### config.mk
export PLATFORM = sky130hd
export DESIGN_NAME = id_ex_pipe
export DESIGN_NICKNAME = d
export VERILOG_FILES = /design/src/rtl/id_ex_pipe.sv
export SDC_FILE = /design/constraint.sdc
export NUM_CORES = 1
export LEC_CHECK = 0
export CORE_MARGIN = 8
export CORE_UTILIZATION = 41
export CTS_CLUSTER_DIAMETER = 100
export DETAILED_ROUTE_END_ITERATION = 6
export PLACE_DENSITY_LB_ADDON = 0.2
export RECOVER_POWER = 100
export SETUP_SLACK_MARGIN = 0.1
export SYNTH_ARGS = -nofsm -noshare
export SYNTH_HDL_FRONTEND = slang
export SYNTH_SLANG_ARGS = --single-unit
export TNS_END_PERCENT = 10
### constraint.sdc
create_clock -name clk -period 2.6 [get_ports clk]
set_input_delay 0.52 -clock clk [delete_from_list [all_inputs] [get_ports clk]]
set_output_delay 0.52 -clock clk [all_outputs]
set_load 0.05 [all_outputs]
### src/rtl/id_ex_pipe.sv
// id_ex_pipe: ID/EX pipeline register for the 5-stage RISC-V core.
// Captures the decoded control bundle, operands, immediate and register
// indices into EX. It detects load-use hazards against the EX instruction,
// and it honours EX flush (taken branch/jump) and a downstream MEM stall.
// Optional build macro: ID_EX_PERF_CNT_EN adds saturating bubble/flush counters.
module id_ex_pipe #(
    parameter int unsigned XLEN  = 32,
    parameter int unsigned CNT_W = 32
) (
    input  logic            clk,
    input  logic            rst,
    input  logic            id_valid,
    input  logic [XLEN-1:0] id_pc,
    input  logic [XLEN-1:0] id_imm,
    input  logic [XLEN-1:0] id_rs1_data,
    input  logic [XLEN-1:0] id_rs2_data,
    input  logic [4:0]      id_rs1,
    input  logic [4:0]      id_rs2,
    input  logic [4:0]      id_rd,
    input  logic            id_use_rs1,
    input  logic            id_use_rs2,
    input  logic [15:0]     id_ctrl,
    input  logic            ex_flush,
    input  logic            mem_stall,
    output logic            ban,
    output logic            if_id_stall,
    output logic            ex_valid,
    output logic [XLEN-1:0] ex_pc,
    output logic [XLEN-1:0] ex_imm,
    output logic [XLEN-1:0] ex_rs1_data,
    output logic [XLEN-1:0] ex_rs2_data,
    output logic [4:0]      ex_rs1,
    output logic [4:0]      ex_rs2,
    output logic [4:0]      ex_rd,
    output logic [15:0]     ex_ctrl
`ifdef ID_EX_PERF_CNT_EN
    ,
    output logic [CNT_W-1:0] bubble_cnt,
    output logic [CNT_W-1:0] flush_cnt
`endif
);

    // Bit positions inside the control bundle:
    // {Branch[2:0], ALUBSrc[1:0], ALUctr[3:0], MemOp[2:0], RegWr, MemtoReg, ALUASrc, MemWr}
    localparam int unsigned CTRL_REGWR    = 3;
    localparam int unsigned CTRL_MEMTOREG = 2;

    // Elaboration-time parameter sanity checks.
    if (XLEN < 1) begin : g_bad_xlen
        $error("id_ex_pipe: XLEN must be at least 1");
    end
    if (CNT_W < 1) begin : g_bad_cnt_w
        $error("id_ex_pipe: CNT_W must be at least 1");
    end

    // What the EX register bank does on the next edge (reset handled separately).
    typedef enum logic [1:0] {
        UPD_FLUSH,
        UPD_HOLD,
        UPD_BUBBLE,
        UPD_CAPTURE
    } upd_e;

    logic ex_is_load;
    logic rs1_hit;
    logic rs2_hit;
    logic load_use;
    upd_e upd;

    // Load-use hazard: EX holds a load into a nonzero register that ID reads.
    always_comb begin
        ex_is_load = ex_valid && ex_ctrl[CTRL_REGWR] && ex_ctrl[CTRL_MEMTOREG];
        rs1_hit    = id_use_rs1 && (id_rs1 == ex_rd);
        rs2_hit    = id_use_rs2 && (id_rs2 == ex_rd);
        load_use   = ex_is_load && (ex_rd != '0) && id_valid && (rs1_hit || rs2_hit);
    end

    // Back-pressure to the decoder and the IF/ID register.
    always_comb begin
        ban         = load_use || ex_flush;
        if_id_stall = (load_use || mem_stall) && !ex_flush;
    end

    // Priority selection of the register update: flush > stall hold > bubble > capture.
    always_comb begin
        upd = UPD_CAPTURE;
        if (ex_flush) begin
            upd = UPD_FLUSH;
        end else if (mem_stall) begin
            upd = UPD_HOLD;
        end else if (load_use) begin
            upd = UPD_BUBBLE;
        end
    end

    // ID/EX register bank; bubbles zero every field so nothing downstream acts on them.
    always_ff @(posedge clk) begin
        if (rst) begin
            ex_valid    <= 1'b0;
            ex_pc       <= '0;
            ex_imm      <= '0;
            ex_rs1_data <= '0;
            ex_rs2_data <= '0;
            ex_rs1      <= '0;
            ex_rs2      <= '0;
            ex_rd       <= '0;
            ex_ctrl     <= '0;
        end else begin
            unique case (upd)
                UPD_FLUSH, UPD_BUBBLE: begin
                    ex_valid    <= 1'b0;
                    ex_pc       <= '0;
                    ex_imm      <= '0;
                    ex_rs1_data <= '0;
                    ex_rs2_data <= '0;
                    ex_rs1      <= '0;
                    ex_rs2      <= '0;
                    ex_rd       <= '0;
                    ex_ctrl     <= '0;
                end
                UPD_HOLD: begin
                    ex_valid    <= ex_valid;
                    ex_pc       <= ex_pc;
                    ex_imm      <= ex_imm;
                    ex_rs1_data <= ex_rs1_data;
                    ex_rs2_data <= ex_rs2_data;
                    ex_rs1      <= ex_rs1;
                    ex_rs2      <= ex_rs2;
                    ex_rd       <= ex_rd;
                    ex_ctrl     <= ex_ctrl;
                end
                UPD_CAPTURE: begin
                    ex_valid    <= id_valid;
                    ex_pc       <= id_pc;
                    ex_imm      <= id_imm;
                    ex_rs1_data <= id_rs1_data;
                    ex_rs2_data <= id_rs2_data;
                    ex_rs1      <= id_rs1;
                    ex_rs2      <= id_rs2;
                    ex_rd       <= id_rd;
                    ex_ctrl     <= id_valid ? id_ctrl : '0;
                end
                default: begin
                    ex_valid <= 1'b0;
                    ex_ctrl  <= '0;
                end
            endcase
        end
    end

`ifdef ID_EX_PERF_CNT_EN
    // Saturating performance counters; a held (mem_stall) edge never counts.
    always_ff @(posedge clk) begin
        if (rst) begin
            bubble_cnt <= '0;
            flush_cnt  <= '0;
        end else begin
            if ((upd == UPD_BUBBLE) && (bubble_cnt != '1)) begin
                bubble_cnt <= bubble_cnt + 1'b1;
            end
            if ((upd == UPD_FLUSH) && (flush_cnt != '1)) begin
                flush_cnt <= flush_cnt + 1'b1;
            end
        end
    end
`endif

endmodule
==> impl_results.rst, run 1 <==
.. list-table::
   :header-rows: 1

   * - Metric
     - Value
   * - Fraction of the core area covered by cells at the end of the flow
     - 0.6833
   * - Clock period minus worst slack
     - 2.463 ns
   * - Critical path arrival
     - 1.94 ns
   * - Setup violations, final
     - 0
   * - Proportion of synthesized flip-flops having asynchronous set or reset
     - 0
   * - Routed WL
     - 24.66 mm
   * - Total via count after detailed routing
     - 7135
   * - Crit start category
     - flip-flop
   * - Initial cell density of the core
     - 0.4191
   * - Average size of a mapped cell
     - 8.889 µm²
   * - Number of distinct library cells after synthesis
     - 24
   * - Layout area overhead
     - 63.03%
   * - Top Ports
     - 328
   * - H-tree level count
     - 4
   * - First-pass GRT wire length
     - 36.83 mm
   * - Final weighted congestion of routability-driven global placement
     - 0.8352
   * - Clk Latency, worst-skew pair
     - 0.42 ns
   * - WL per Instance
     - 19.24 µm
   * - Number of nets in the final layout
     - 1219
   * - Max VDD drop
     - 0.4245 mV
   * - Sum of overflow across all layers after global routing
     - 0
   * - Total core area
     - 15890 µm²
   * - Die span in y
     - 143.4 µm
   * - DRC violations left
     - 0
   * - Largest clock skew in the final design
     - 0.01102 ns
   * - Total Routing Usage GR
     - 0.2266
   * - Number of vias per cell
     - 5.566
   * - Hold Violations, Final
     - 0
   * - CTS Buf Count
     - 17
   * - Maximum operating frequency
     - 406.0 MHz
   * - Maximum buffer depth of the clock tree
     - 2
   * - Worst Setup Path Type
     - reg2out
   * - DRT iter0 DRCs
     - 545
   * - Leak Pwr
     - 4.322 nW
   * - Area of the mapped netlist
     - 6658 µm²
   * - Initial antenna violation count
     - 0
   * - DP Area
     - 10300 µm²
   * - Share of post-route cells with drive strength above 1
     - 0.07598
   * - Warnings, synthesis
     - 0
   * - Worst path required time
     - 2.08 ns
   * - Post-synthesis cell count
     - 749
   * - Capturing element type of the critical path
     - output port
   * - Leading post-synthesis cells by instance count
     - dfxtp_1, nand2_1, a32oi_1
   * - Total inserted antenna cells
     - 0
   * - Maximum capacitance violations
     - 0
   * - Worst Tran Pin Value
     - 0.7205 ns
   * - Outcome
     - complete, no violations
   * - Flop and latch count out of synthesis
     - 160
   * - Top fanout value on the critical path
     - 5
   * - PD cells
     - 589.7 nW/µm²
   * - Vias in the first global route
     - 6683
   * - Clock transition at path regs
     - 0.06 ns
   * - Sequential cell area fraction in the yosys report
     - 0.4811
   * - Top-count cell post-synth
     - dfxtp_1
   * - R2r setup slk
     - 0.18 ns
   * - Maximum number of pins on one net before global-route repair
     - 90
   * - Number of port buffers
     - 327
   * - Hold_ws
     - 0.4602 ns
   * - Pre-Repair DR Iteration Count
     - 5
   * - Unrepaired setup endpoints after global routing
     - no
   * - Library cell used as clock root buffer
     - clkbuf_16
   * - Max-slew violation count
     - 0
   * - Sum of net half-perimeters after detailed placement
     - 17.47 mm
   * - Number of nets with antenna violations after detailed routing
     - 0
   * - Post-route standard cell area excluding fillers
     - 10850 µm²
   * - Worst hold-check path type
     - reg2reg
   * - Number of flops mapped to enable cells by yosys
     - 0
   * - Relative max-transition margin
     - 0.5197
   * - CTS tree
     - built
   * - Cell Count, Final, Fillers Out
     - 1282
   * - Hold buffer count at CTS
     - 0
   * - Cells after DPL
     - 1246
   * - Portion of the clock cycle consumed by the worst path in the final layout
     - 0.9474
   * - Most used flip-flop cell after synthesis
     - dfxtp_1
   * - Final Power
     - 6.401 mW
   * - Die footprint
     - 20570 µm²
   * - Floorplan row count
     - 46
   * - Cell type contributing the most total cell area after synthesis
     - dfxtp_1
   * - Nets in the synthesized netlist
     - 915
   * - Filler Cell Count
     - 1276
   * - Horizontal die dimension
     - 143.4 µm
   * - Cell types occupying the most area after synthesis
     - dfxtp_1, a32oi_1, nand2_1, o21ai_0, clkbuf_1
   * - Clock net sink count
     - 160
   * - Fraction of synthesized cell area taken by the top area cell type
     - 0.4811
## kinds of logic after synthesis
logic type,Yosys count,synth area share
AO/OA/AOI/OAI,325,0.3435
buffers and inverters,85,0.05695
AND/OR/NAND/NOR,169,0.1052
XOR/XNOR,10,0.01315
flip-flops,160,0.4811
## cells in the final DEF (no fill, tap or decap), types with 2 or more instances in the layout
| cell type | count |
|---|---|
| clkbuf_16 | 17 |
| o21ai_1 | 3 |
| xnor2_1 | 10 |
| nand2_1 | 146 |
| clkbuf_1 | 5 |
| clkbuf_8 | 3 |
| clkinv_2 | 3 |
| clkinv_4 | 2 |
| dlygate4sd2_1 | 9 |
| dlygate4sd3_1 | 160 |
| buf_4 | 30 |
| dfxtp_1 | 157 |
| dfxtp_2 | 3 |
| buf_12 | 11 |
| o21ai_0 | 141 |
| clkdlybuf4s50_1 | 156 |
| a22o_1 | 16 |
| and3_1 | 16 |
| a21o_1 | 16 |
| a32oi_1 | 144 |
| clkinvlp_4 | 2 |
| nand4_1 | 2 |
## area by class of cell
| cell class | instances | area [µm²] | area share |
|---|---|---|---|
| Clock buffer | 24 | 481.7 | 0.04438 |
| Sequential cell | 160 | 3207 | 0.2954 |
| Timing Repair Buffer | 370 | 3715 | 0.3422 |
| Clock inverter | 8 | 56.30 | 0.005187 |
| Multi-Input combinational cell | 504 | 3124 | 0.2878 |
| Tap cell | 216 | 270.3 | 0.02490 |
## registers in the layout (all words and copies together), names as in the netlist
signal and flops:
ex_imm 32, ex_pc 32, ex_rs1_data 32, ex_rs2_data 32, ex_ctrl 16, ex_rd 5, ex_rs1 5, ex_rs2 5
ex_valid 1
## metal layers
metal | track usage | vias to the layer above | wire length, µm
met5 | 0 | - | 0
met3 | 0.1042 | 32 | 2989
met2 | 0.3468 | 324 | 11180
met1 | 0.2712 | 3304 | 9955
li1 | - | 3475 | -
met4 | 0.08854 | 0 | 535
## worst max-delay path, stage by stage (launching register included)
cell	delay, ns
dfxtp_1	0.37
or4_1	0.61
o21ai_4	0.23
o21bai_1	0.15
buf_12	0.17
## path summary, 6_finish.rpt
path | startpoint | to | cells after the start
min reg2reg | ex_rs1_data[19] | ex_rs1_data[19] | 2
max | ex_rd[0] | ban | 4
min | ex_rs1_data[19] | ex_rs1_data[19] | 2
max reg2reg | ex_rd[0] | ex_rs1_data[8] | 6
## stage by stage
| stage | TNS, ns | worst slack [ns] |
|---|---|---|
| global placement | -0.02925 | -0.02925 |
| CTS | 0 | 0.09966 |
| floorplan | -0.05549 | -0.05549 |
| finish | 0 | 0.1367 |
| global route | 0 | 0.06147 |
| detailed placement | -0.01831 | -0.01831 |
## report_power, final
| part | switching [mW] | internal (mW) | total, mW |
|---|---|---|---|
| clock | 0.988 | 1.30 | 2.29 |
| sequential | 0.0787 | 2.60 | 2.68 |
| combinational | 0.875 | 0.557 | 1.43 |
## timing repair
item	4_1_cts	5_1_grt
buffers inserted	4	0
pin swaps	7	2
gates cloned	0	0
setup endpoints to repair	2	2
resized for setup	13	2
No activity file was read; power rests on OpenSTA's default activity.
==> inputs of run 2 (changes only) <==
Settings changed: TNS_END_PERCENT 10 to unset.
==> run 2 against run 1 <==
Largest power group unchanged. Fmax up 1.3%. Largest cell class unchanged. Worst setup slack better by 0.032 ns. Critical path depth unchanged.
==> impl_results.rst, run 2 (synthesis gave the netlist of run 1 again) <==
.. list-table::
   :header-rows: 1

   * - Metric
     - Value
   * - Outcome
     - complete, no violations (unchanged)
   * - Worst path required time
     - 2.08 ns (about the same)
   * - Crit start category
     - flip-flop (unchanged)
   * - Number of nets with antenna violations after detailed routing
     - 0 (unchanged)
   * - DR top layer
     - met5 (was met4)
   * - Critical path arrival
     - 1.91 ns (was 1.94 ns)
   * - Sum of overflow across all layers after global routing
     - 0 (unchanged)
   * - Total via count after detailed routing
     - 7102 (was 7135)
   * - Worst hold-check path type
     - in2reg (was reg2reg)
   * - CTS tree
     - built (unchanged)
   * - Total core area
     - 15890 µm² (unchanged)
   * - Max VDD drop
     - 0.4252 mV (was 0.4245 mV)
   * - Clk Latency, worst-skew pair
     - 0.42 ns (about the same)
   * - WL per Instance
     - 19.29 µm (was 19.24 µm)
   * - Capturing element type of the critical path
     - output port (unchanged)
   * - Cell with the largest stage delay on the worst path
     - or4_4 (was or4_1)
   * - Total Routing Usage GR
     - 0.2286 (was 0.2266)
   * - Hold Violations, Final
     - 0 (unchanged)
   * - Initial antenna violation count
     - 1 (was 0)
   * - Die footprint
     - 20570 µm² (unchanged)
   * - Portion of the clock cycle consumed by the worst path in the final layout
     - 0.9351 (was 0.9474)
   * - Library cell used as clock root buffer
     - clkbuf_16 (unchanged)
   * - Sum of net half-perimeters after detailed placement
     - 16.98 mm (was 17.47 mm)
   * - Top Ports
     - 328 (unchanged)
   * - Clock net sink count
     - 160 (unchanged)
   * - Setup violations, final
     - 0 (unchanged)
   * - Die span in y
     - 143.4 µm (unchanged)
   * - CTS Buf Count
     - 17 (unchanged)
   * - Reg2Reg Launch Point
     - ex_rd[0] (unchanged)
   * - Max-slew violation count
     - 0 (unchanged)
   * - CP top delay family
     - simple AND/OR/NAND/NOR gates (unchanged)
   * - Largest clock skew in the final design
     - 0.007554 ns (was 0.01102 ns)
   * - First-pass GRT wire length
     - 37.15 mm (was 36.83 mm)
   * - Maximum operating frequency
     - 411.3 MHz (was 406.0 MHz)
   * - DRC violations left
     - 0 (unchanged)
   * - Clock transition at path regs
     - 0.06 ns (about the same)
   * - Wire length the detailed router placed on met1
     - 9.742 mm (was 9.955 mm)
   * - Maximum single-stage delay on the critical path
     - 0.58 ns (was 0.61 ns)
   * - Fraction of the core area covered by cells at the end of the flow
     - 0.6859 (was 0.6833)
   * - Leading cell type in the layout, fill and taps excluded
     - dlygate4sd3_1 (unchanged)
   * - HP Start
     - id_rs2[3] (was ex_rs1_data[19])
   * - Total inserted antenna cells
     - 0 (unchanged)
   * - Hold_ws
     - 0.4294 ns (was 0.4602 ns)
   * - Metal2 WL
     - 11.26 mm (was 11.18 mm)
   * - Vias in the first global route
     - 6693 (was 6683)
   * - Cells after DPL
     - 1239 (was 1246)
   * - Number of port buffers
     - 327 (unchanged)
   * - Share of post-route cells with drive strength above 1
     - 0.07656 (was 0.07598)
   * - Worst Setup Path Type
     - reg2out (unchanged)
   * - Leak Pwr
     - 4.334 nW (was 4.322 nW)
   * - Cell Count, Final, Fillers Out
     - 1274 (was 1282)
   * - Maximum capacitance violations
     - 0 (unchanged)
   * - Launch point of the critical path
     - ex_rd[0] (unchanged)
   * - H-tree level count
     - 4 (unchanged)
   * - Number of vias per cell
     - 5.575 (was 5.566)
   * - Hold buffer count at CTS
     - 0 (unchanged)
   * - PD cells
     - 606.4 nW/µm² (was 589.7 nW/µm²)
   * - Clock period minus worst slack
     - 2.431 ns (was 2.463 ns)
   * - Filler Cell Count
     - 1288 (was 1276)
   * - Crit-path cells
     - or4_4 > o21ai_4 > o31ai_2 > buf_12 (was or4_1 > o21ai_4 > o21bai_1 > buf_12)
   * - Relative max-transition margin
     - 0.5839 (was 0.5197)
   * - Maximum buffer depth of the clock tree
     - 2 (unchanged)
   * - Pre-Repair DR Iteration Count
     - 5 (unchanged)
   * - DRT iter0 DRCs
     - 549 (was 545)
   * - Met3 routed wirelength
     - 2.969 mm (was 2.989 mm)
   * - Initial cell density of the core
     - 0.4191 (unchanged)
   * - Floorplan row count
     - 46 (unchanged)
   * - Number of nets in the final layout
     - 1211 (was 1219)
   * - Sequential standard cell area
     - 3208 µm² (was 3207 µm²)
   * - Post-route standard cell area excluding fillers
     - 10900 µm² (was 10850 µm²)
   * - Maximum number of pins on one net before global-route repair
     - 120 (was 90)
   * - Commonest non-fill, non-tap cells in the layout
     - dlygate4sd3_1, dfxtp_1, clkdlybuf4s50_1 (unchanged)
   * - Total area of multi-input combinational cells
     - 3131 µm² (was 3124 µm²)
   * - Routed WL
     - 24.58 mm (was 24.66 mm)
   * - Final Power
     - 6.607 mW (was 6.401 mW)
   * - DP Area
     - 10290 µm² (was 10300 µm²)
   * - Layout area overhead
     - 63.65% (was 63.03%)
   * - Horizontal die dimension
     - 143.4 µm (unchanged)
   * - Unrepaired setup endpoints after global routing
     - no (unchanged)
   * - Top fanout value on the critical path
     - 5 (unchanged)
   * - Count of buffering cells on the critical path with inverters included
     - 1 (unchanged)
   * - Final weighted congestion of routability-driven global placement
     - 0.8476 (was 0.8352)
   * - Worst Tran Pin Value
     - 0.6221 ns (was 0.7205 ns)
==> run 2: power by group <==
part           switching, mW  internal, mW  total (mW)
sequential            0.0811          2.60        2.68
combinational          0.871         0.559        1.43
clock                   1.02          1.47        2.49
total                   1.97          4.63        6.61
==> run 2: repair_timing <==
| action | 4_1_cts | 5_1_grt |
|---|---|---|
| setup endpoints to repair | 2 | 2 |
| pin swaps | 5 | 3 |
| gates resized for setup | 11 | 5 |
| buffers inserted | 3 | 0 |
| cloned | 0 | 0 |
==> run 2: path summary, 6_finish.rpt <==
check,to,slack (ns),depth (start not counted)
min reg2reg,ex_rs2[4],0.46,2
max,if_id_stall,0.17,4
min,ex_rs2[3],0.43,3
max reg2reg,ex_imm[21],0.45,6
==> run 2: area by class of cell <==
type / count / area share
repair buffers: 362 / 0.3393
flip-flops and latches: 160 / 0.2944
well taps: 216 / 0.02480
multi-input cells: 504 / 0.2873
clock inverters: 12 / 0.01217
clock buffers: 20 / 0.04192
==> run 2: metal layers <==
metal  global-route usage  vias up
met4              0.09186        2
li1                     -     3455
met1               0.2734     3286
met3              0.09920       39
met5                    0        -
met2               0.3535      320
==> run 2: metrics by stage <==
| step | TNS, ns | worst slack [ns] |
|---|---|---|
| after floorplan | 0 | 0.1001 |
| after global placement | -0.07220 | -0.07220 |
| after global routing | 0 | 0.07315 |
| after CTS | 0 | 0.1041 |
| final | 0 | 0.1687 |
| after detailed placement | -0.08630 | -0.08630 |
==> run 2: tightest hold or removal path: stages <==
cell and delay [ns]:
dlymetal6s2s_1 0.15, nand2_1 0.06, o21ai_0 0.06
